<file path="config.mk">
export PLATFORM = sky130hd
export DESIGN_NAME = sumador
export DESIGN_NICKNAME = d
export VERILOG_FILES = /design/src/rtl/sumador.sv
export SDC_FILE = /design/constraint.sdc
export NUM_CORES = 1
export LEC_CHECK = 0
export CORE_UTILIZATION = 47
export CTS_CLUSTER_SIZE = 24
export DETAILED_ROUTE_END_ITERATION = 10
export PLACE_DENSITY = 0.93
export SLEW_MARGIN = 20
export SYNTH_ARGS = -nofsm -noshare
export SYNTH_HDL_FRONTEND = slang
export SYNTH_SLANG_ARGS = --single-unit
</file>
<file path="constraint.sdc">
create_clock -name clk -period 9.6 [get_ports clk]
set_input_delay 2.88 -clock clk [delete_from_list [all_inputs] [get_ports clk]]
set_output_delay 2.88 -clock clk [all_outputs]
set_load 0.005 [all_outputs]
</file>
<file path="src/rtl/sumador.sv">
// Registered two's-complement adder slice built from rippled 4-bit carry-lookahead groups.
// Define SUMADOR_FLAGS_EN to build the C/V/N/Z flag registers; otherwise the flags read 0.
module sumador #(
    parameter int unsigned WIDTH = 32
) (
    input  logic             clk,
    input  logic             rst_n,
    input  logic             in_valid,
    input  logic [WIDTH-1:0] A,
    input  logic [WIDTH-1:0] B,
    output logic [WIDTH-1:0] S,
    output logic             out_valid,
    output logic             C,
    output logic             V,
    output logic             N,
    output logic             Z
);

    localparam int unsigned NumGroups = (WIDTH + 3) / 4;
    localparam int unsigned PadW      = NumGroups * 4;

    logic [PadW-1:0] a_pad;
    logic [PadW-1:0] b_pad;
    logic [PadW-1:0] gen;
    logic [PadW-1:0] prop;
    logic [PadW:0]   carry;
    logic [PadW-1:0] sum_pad;
    logic [WIDTH-1:0] sum_d;

    logic [WIDTH-1:0] s_q;
    logic             valid_q;

    assign a_pad = PadW'(A);
    assign b_pad = PadW'(B);
    assign gen   = a_pad & b_pad;
    assign prop  = a_pad ^ b_pad;

    // Lookahead inside each 4-bit group; group carry-out ripples into the next group.
    always_comb begin
        carry    = '0;
        carry[0] = 1'b0;
        for (int k = 0; k < int'(NumGroups); k++) begin
            carry[4*k+1] = gen[4*k] | (prop[4*k] & carry[4*k]);
            carry[4*k+2] = gen[4*k+1] | (prop[4*k+1] & gen[4*k])
                         | (prop[4*k+1] & prop[4*k] & carry[4*k]);
            carry[4*k+3] = gen[4*k+2] | (prop[4*k+2] & gen[4*k+1])
                         | (prop[4*k+2] & prop[4*k+1] & gen[4*k])
                         | (prop[4*k+2] & prop[4*k+1] & prop[4*k] & carry[4*k]);
            carry[4*k+4] = (gen[4*k+3] | (prop[4*k+3] & gen[4*k+2])
                         | (prop[4*k+3] & prop[4*k+2] & gen[4*k+1])
                         | (prop[4*k+3] & prop[4*k+2] & prop[4*k+1] & gen[4*k]))
                         | (prop[4*k+3] & prop[4*k+2] & prop[4*k+1] & prop[4*k]
                            & carry[4*k]);
        end
    end

    assign sum_pad = prop ^ carry[PadW-1:0];
    assign sum_d   = sum_pad[WIDTH-1:0];

    always_ff @(posedge clk) begin
        if (!rst_n) begin
            s_q     <= '0;
            valid_q <= 1'b0;
        end else begin
            valid_q <= in_valid;
            if (in_valid) begin
                s_q <= sum_d;
            end
        end
    end

    assign S         = s_q;
    assign out_valid = valid_q;

`ifdef SUMADOR_FLAGS_EN
    logic c_d, v_d, n_d, z_d;
    logic c_q, v_q, n_q, z_q;

    assign c_d = carry[WIDTH];
    assign v_d = (A[WIDTH-1] == B[WIDTH-1]) && (sum_d[WIDTH-1] != A[WIDTH-1]);
    assign n_d = sum_d[WIDTH-1];
    assign z_d = (sum_d == '0);

    always_ff @(posedge clk) begin
        if (!rst_n) begin
            c_q <= 1'b0;
            v_q <= 1'b0;
            n_q <= 1'b0;
            z_q <= 1'b0;
        end else if (in_valid) begin
            c_q <= c_d;
            v_q <= v_d;
            n_q <= n_d;
            z_q <= z_d;
        end
    end

    assign C = c_q;
    assign V = v_q;
    assign N = n_q;
    assign Z = z_q;
`else
    logic unused_carry;
    assign unused_carry = ^carry[PadW:WIDTH];

    assign C = 1'b0;
    assign V = 1'b0;
    assign N = 1'b0;
    assign Z = 1'b0;
`endif

endmodule

</file>
==> summary.txt, run 1 <==
Power
  – Leak: 1.60 nW
  – Total chip power: ~0.43 mW
  – PD cells: 118 nW/um^2
  – VDD IR max: roughly 68 uV

Synth
  – Yosys reg bits: 33
  – Yosys warns: 0
  – Most used DFF post-synth: dfxtp_1
  – Cell area after synthesis: ~2500 um^2
  – Register area share after synthesis: 26.2%
  – EDFF count, synth: 0
  – Syn Inst Count: 262
  – Mapped Avg Cell Area: 9.63 um^2
  – Asr flop ratio synth: 0%
  – Post-synthesis cell type count: 48

Critical path
  – Setup crit end kind: flop
  – Worst endpoint required time: between 9 and 10 ns
  – Top delay family on crit path: compound AO/OA/AOI/OAI gates
  – Critical R2R Launch: S[31]
  – CP bufs+invs: 1
  – Worst path cell trace: clkdlybuf4s50_1, ha_1, and3_1, a221oi_2, a2bb2oi_2, nand2_2, o21a_4, a221o_1, fa_1, xnor2_1, nand2_1, o211a_1
  – Reg2Reg Capture Point: S[31]
  – CP Max Fanout: 4
  – Reg2Reg Depth: 3
  – Startpoint types: input pin
  – Data arrival, critical path: 5.97 ns
  – CP max-delay cell: clkdlybuf4s50_1
  – Reg2reg setup slack: 8.79 ns
  – Critical Path Stages: 12
  – Critical path class: input pin to flop
  – CP startpoint: A[9]
  – Critical Path End: S[29]
  – Max incr delay on CP: roughly 0.42 ns

Detailed routing
  – Drt first-iter violations: 61
  – Post-DRT Antenna Nets: 0
  – Detailed Route WL: 5970 um
  – # DRC: 0
  – Wirelength per Cell: approximately 14 um
  – DR vias/cell: 5.36
  – Vias: between 2000 and 2500
  – Drt pass-1 iters: 4

Die
  – Die Span X: approximately 75 um
  – Row cnt: 26
  – I/O pin count: between 100 and 150
  – Die height: 75.3 um
  – Die ar.: ~5700 um^2
  – Core Area: 5140 um^2
  – Initial Utilization: around 49%

Clock network
  – Max clock buf depth: 2
  – H-tree Lvls: 2
  – Worst-path clk slew: 0.07 ns
  – CTS Hold Buffers Added: 0
  – Setup bufs post-CTS: 0
  – Worst-Skew Late Latency: around 0.28 ns
  – CTS tree: built
  – PostCTS Resize Cnt: 0
  – Sink Count: 33
  – Root Driver: clkbuf_8
  – Clock buffer count from CTS: 5

Place
  – IO Port Bufs: about 100
  – Hpwl dp: around 4700 um
  – Routability cong.: 0.799
  – Pre-CTS setup slack: approximately 3.5 ns

Worst hold path
  – HP Class: flop to flop

Global route
  – Grt ovf: 0
  – Initial antenna violation count: 0
  – Gr usage total: 22.0%
  – Pin count of the biggest net entering global routing: 51
  – First-pass GRT wire length: approximately 9400 um
  – Vias in the first global route: 2224

Timing
  – Minimum clock period: a little under 6 ns
  – Hold Fails Final Rpt: 0
  – Worst slew pin tran: 1.02 ns
  – Clock skew: 0 ns
  – Setup TNS: 0 ns
  – Final setup fails: 0
  – Slew Limit Fails: 0
  – Fmax achieved: between 150 and 200 MHz
  – Unrepaired setup endpoints after global routing: no
  – Final WS setup: 3.81 ns
  – Crit share post-route: 60.3%
  – Worst slew margin: 31.7%

Run status
  – Outcome: finished, final reports clean

Final layout
  – Area occupied by registers: 661 um^2
  – Area growth, synth to finish: 43.9%
  – Ant. Diodes: 0
  – Area of the multi-input gates: 1790 um^2
  – Nets: ~460
  – Share of cells above drive strength 1: 5.29%
  – Fill count: 414

Job
  – Max Cap Viol: 0
cells by family after synthesis:
kind of cell    share of synthesized area (%)
xor+xnor                                 6.25
fa+ha+maj                                21.7
buf+inv                                  3.27
simple gates                             15.8
mux                                      6.80
flops                                    26.2
compound gates                           19.8
other cells                             0.149
power breakdown:
group / leakage, nW / internal [mW] / switching [mW]
clock: 0.0450 / 0.0502 / 0.0513
combinational: 1.29 / 0.0987 / 0.0699
sequential: 0.273 / 0.152 / 0.00788
cell usage after synthesis, types with 6 or more instances:
cell type | n | share of area (%)
ha_1 | 31 | 15
mux2i_1 | 16 | 6.3
xor2_1 | 7 | 2.4
nand3b_1 | 6 | 1.8
o21ai_0 | 9 | 1.8
nor2b_1 | 18 | 4.5
fa_1 | 8 | 6.3
dfxtp_1 | 33 | 26
nand2_1 | 20 | 3.0
a21o_1 | 11 | 3.3
o211a_1 | 8 | 3.2
clkbuf_1 | 9 | 1.3
a21oi_1 | 15 | 3.0
xnor2_1 | 11 | 3.8
cell usage in the layout, fill, tap and decap left out, drive strengths merged, types with 7 or more instances in the layout:
| cell | count |
|---|---|
| nor2b | 18 |
| xor2 | 7 |
| dfxtp | 33 |
| o21ai | 9 |
| clkdlybuf4s50 | 98 |
| nand2 | 21 |
| a21o | 12 |
| ha | 31 |
| mux2i | 16 |
| fa | 8 |
| a21oi | 15 |
| o211a | 8 |
| xnor2 | 11 |
cell type report:
| class | instances | area share, % |
|---|---|---|
| clock buffer | 6 | 2.00 |
| clock inverter | 2 | 0.276 |
| inverter | 4 | 0.414 |
| multi-input combinational | 214 | 49.3 |
| sequential | 33 | 18.2 |
| tap | 70 | 2.41 |
| timing repair buffer | 100 | 27.4 |
how the worst min path moves through the flow:
stage / start / to / cells after the start
final: S[17] / S[17] / 1
after global routing: S[2] / S[2] / 1
after CTS: S[9] / S[9] / 1
after detailed placement: S[17] / S[17] / 1
after global placement: S[5] / S[5] / 1
after floorplan: S[27] / S[27] / 2
metal layers:
metal,global-route usage [%],part of all wire (%),up-vias
met5,0,0,-
met1,24.4,42,1062
li1,-,-,1143
met3,3.88,6.0,6
met2,41.3,51,88
met4,9.05,1.3,0
through the flow:
step	hold WS (ns)	instance area (um^2)	cells	utilization, %
floorplan	0.465	2530	265	-
detailed placement	0.467	3550	421	69.0
CTS	0.483	3630	429	70.6
finish	0.482	3630	429	70.6
global placement	0.460	3550	421	69.0
global route	0.504	3630	429	70.6
state kept, by name (all words and copies together) (netlist names):
name       cells
S             32
out_valid      1
(Power assumes the default switching activity.)
==> run 2: changes to the inputs <==
Settings changed: CORE_UTILIZATION 47 to 39, PLACE_DENSITY 0.93 to 0.83.
Clock period 9.6 ns to 5.3 ns, I/O delays scaled along.
==> run 2 against run 1 <==
Setup slack worse by 2.9 ns. First-iteration DRC count is 15% lower. Power is 80% higher. Wire length is 3.2% lower. Combinational power is 80% higher. Largest cell class unchanged. Global-route usage is 4.1 points lower. Count of clock-buffer cells in the layout stayed put. Sequential power is 80% higher. Die area is 20% higher. Utilization is 11 points lower. Non-clock buffer count is 1 higher. Cell count is 1.4% higher.
==> summary.txt, run 2 (synthesis gave the netlist of run 1 again) <==
Critical path
  – Worst path cell trace: clkdlybuf4s50_1, ha_1, a21o_1, a221oi_2, a2bb2oi_2, nand2_2, o21a_4, a221o_1, fa_1, xnor2_1, nand2_1, o211a_1
  – Top delay family on crit path: compound AO/OA/AOI/OAI gates
  – Data arrival, critical path: 4.57 ns (-1.40 ns)
  – Setup crit end kind: flop
  – CP max-delay cell: clkdlybuf4s50_1
  – Reg2reg setup slack: 4.50 ns (-4.29 ns)
  – Worst endpoint required time: 5.48 ns (-4.30 ns)
  – CP bufs+invs: 1 (unchanged)
  – Reg2Reg Capture Point: S[31]
  – Max incr delay on CP: 0.40 ns (-0.02 ns)
  – CP Max Fanout: 4 (unchanged)
  – Critical R2R Launch: S[31]
  – Critical path class: input pin to flop
  – Reg2Reg Depth: 3 (unchanged)
  – Startpoint types: input pin

Detailed routing
  – Drt pass-1 iters: 4 (unchanged)
  – Detailed Route WL: 5770 um (-3.2%)
  – Drt first-iter violations: 52 (-15%)
  – # DRC: 0 (unchanged)
  – Wirelength per Cell: 13.3 um (-4.6%)
  – DR vias/cell: 5.09 (-5.1%)
  – Post-DRT Antenna Nets: 0 (unchanged)
  – Vias: 2212 (-3.8%)

Timing
  – Fmax achieved: 228 MHz
  – Crit share post-route: 82.9%
  – Worst hold slack: 0.470 ns (-0.0115 ns)
  – Final setup fails: 0 (unchanged)
  – Clock skew: 0 ns (unchanged)
  – Minimum clock period: 4.39 ns
  – Slew Limit Fails: 0 (unchanged)
  – Hold Fails Final Rpt: 0 (unchanged)
  – Setup TNS: 0 ns (unchanged)
  – Unrepaired setup endpoints after global routing: no

Worst hold path
  – Hold Crit Depth: 2 (+1)
  – Hold path startpoint: S[27]
  – Hold path endpoint: S[27]
  – HP Class: flop to flop

Clock network
  – CTS Hold Buffers Added: 0 (unchanged)
  – Worst-Skew Late Latency: 0.27 ns (about the same)
  – Sink Count: 33 (unchanged)
  – PostCTS Resize Cnt: 0 (unchanged)
  – Worst-path clk slew: 0.07 ns (about the same)
  – Max clock buf depth: 2 (unchanged)
  – Clock buffer count from CTS: 5 (unchanged)
  – H-tree Lvls: 2 (unchanged)
  – Root Driver: clkbuf_8
  – Setup bufs post-CTS: 0 (unchanged)
  – CTS tree: built

Power
  – Switching Power: 0.229 mW (+78%)
  – Net Sw Frac: 29.6% (-0.40 points)
  – Combinational share of power: 39.3% (about the same)
  – Flop pwr share: 37.2% (about the same)
  – Clk pwr share: 23.5% (about the same)
  – PD cells: 213 nW/um^2 (+79%)
  – Total chip power: 0.774 mW (+80%)
  – P_int: 0.545 mW (+81%)
  – Leak: 1.61 nW (+0.30%)
  – VDD IR max: 114 uV (+68%)

Final layout
  – Area growth, synth to finish: 44.4%
  – Most common cell after layout, fill and taps aside: clkdlybuf4s50_1
  – Commonest cells after routing, fill and taps aside: 98 x clkdlybuf4s50_1, 33 x dfxtp_1, 31 x ha_1, 20 x nand2_1, 18 x nor2b_1
  – Nets: 465 (+0.22%)
  – Ant. Diodes: 0 (unchanged)
  – Share of cells above drive strength 1: 5.56% (+0.26 points)
  – Max reg flops: 32 (unchanged)
  – Fin area: 3640 um^2 (+0.38%)

Die
  – Die Span X: 82.4 um (+9.5%)
  – Row cnt: 28 (+7.7%)
  – Die height: 82.4 um (+9.5%)
  – Core Area: 6100 um^2 (+19%)
  – I/O pin count: 104 (unchanged)
  – Initial Utilization: 41.4% (-7.7 points)
  – Die ar.: 6790 um^2 (+20%)

Global route
  – Grt ovf: 0 (unchanged)
  – Pin count of the biggest net entering global routing: 39 (-24%)
  – Vias in the first global route: 2216 (-0.36%)
  – Gr usage total: 17.9% (-4.1 points)
  – First-pass GRT wire length: 9490 um (+0.66%)
  – Initial antenna violation count: 0 (unchanged)

Job
  – Max Cap Viol: 0 (unchanged)

Place
  – IO Port Bufs: 99 (unchanged)
  – Routability cong.: 0.817 (+2.2%)
  – Hpwl dp: 4630 um (-2.1%)
  – DP Area: 3560 um^2 (+0.39%)

Run status
  – Outcome: finished, final reports clean
run 2: changes by cell type in the layout (fill, tap and decap cells not counted):
| cell | before | now |
|---|---|---|
| buf_4 | 1 | 2 |
run 2: worst max-delay path by stage:
stage / depth (start not counted) / slack (ns) / startpoint / end
6_report: 12 / 0.91 / A[10] / S[29]
5_1_grt: 12 / 0.71 / A[1] / S[29]
4_1_cts: 12 / 0.91 / A[9] / S[29]
3_5_place_dp: 12 / 0.62 / A[9] / S[29]
3_3_place_gp: 12 / 0.69 / A[10] / S[29]
2_1_floorplan: 11 / 1.25 / A[10] / S[29]
run 2: layout make-up:
| cell class | instances | area, um^2 |
|---|---|---|
| Clock buffer | 6 | 72.6 |
| Clock inverter | 2 | 10.0 |
| Fill cell | 550 | 2450 |
| Inverter | 4 | 15.0 |
| Multi-Input combinational cell | 214 | 1790 |
| Sequential cell | 33 | 661 |
| Tap cell | 75 | 93.8 |
| Timing Repair Buffer | 101 | 1000 |
run 2: power groups by stage:
stage,sequential (mW),clock (mW),combinational [mW]
3_3_place_gp,0.294,0,0.297
4_1_cts,0.289,0.190,0.307
3_5_place_dp,0.294,0,0.306
5_1_grt,0.292,0.203,0.338
6_report,0.288,0.182,0.304
2_1_floorplan,0.295,0,0.167
run 2: metrics by stage:
| step | worst slack (ns) | utilization, % | std cells |
|---|---|---|---|
| 6_report | 0.906 | 59.8 | 435 |
| 5_1_grt | 0.707 | 59.8 | 435 |
| 4_1_cts | 0.906 | 59.8 | 435 |
| 3_5_place_dp | 0.616 | 58.4 | 427 |
| 3_3_place_gp | 0.687 | 58.4 | 427 |
| 2_1_floorplan | 1.25 | - | 265 |
run 2: worst register-to-register path, cell delays in order (launching register included):
cell and delay, ns:
dfxtp_1 0.31, mux2_2 0.25, nand2_1 0.08, a211oi_2 0.04
run 2: routing by layer:
| layer | vias up | track usage, % | wire (um) |
|---|---|---|---|
| met5 | - | 0 | 0 |
| li1 | 1140 | - | - |
| met4 | 0 | 5.26 | 74 |
| met3 | 6 | 3.63 | 318 |
| met2 | 66 | 32.1 | 2870 |
| met1 | 1000 | 21.4 | 2510 |
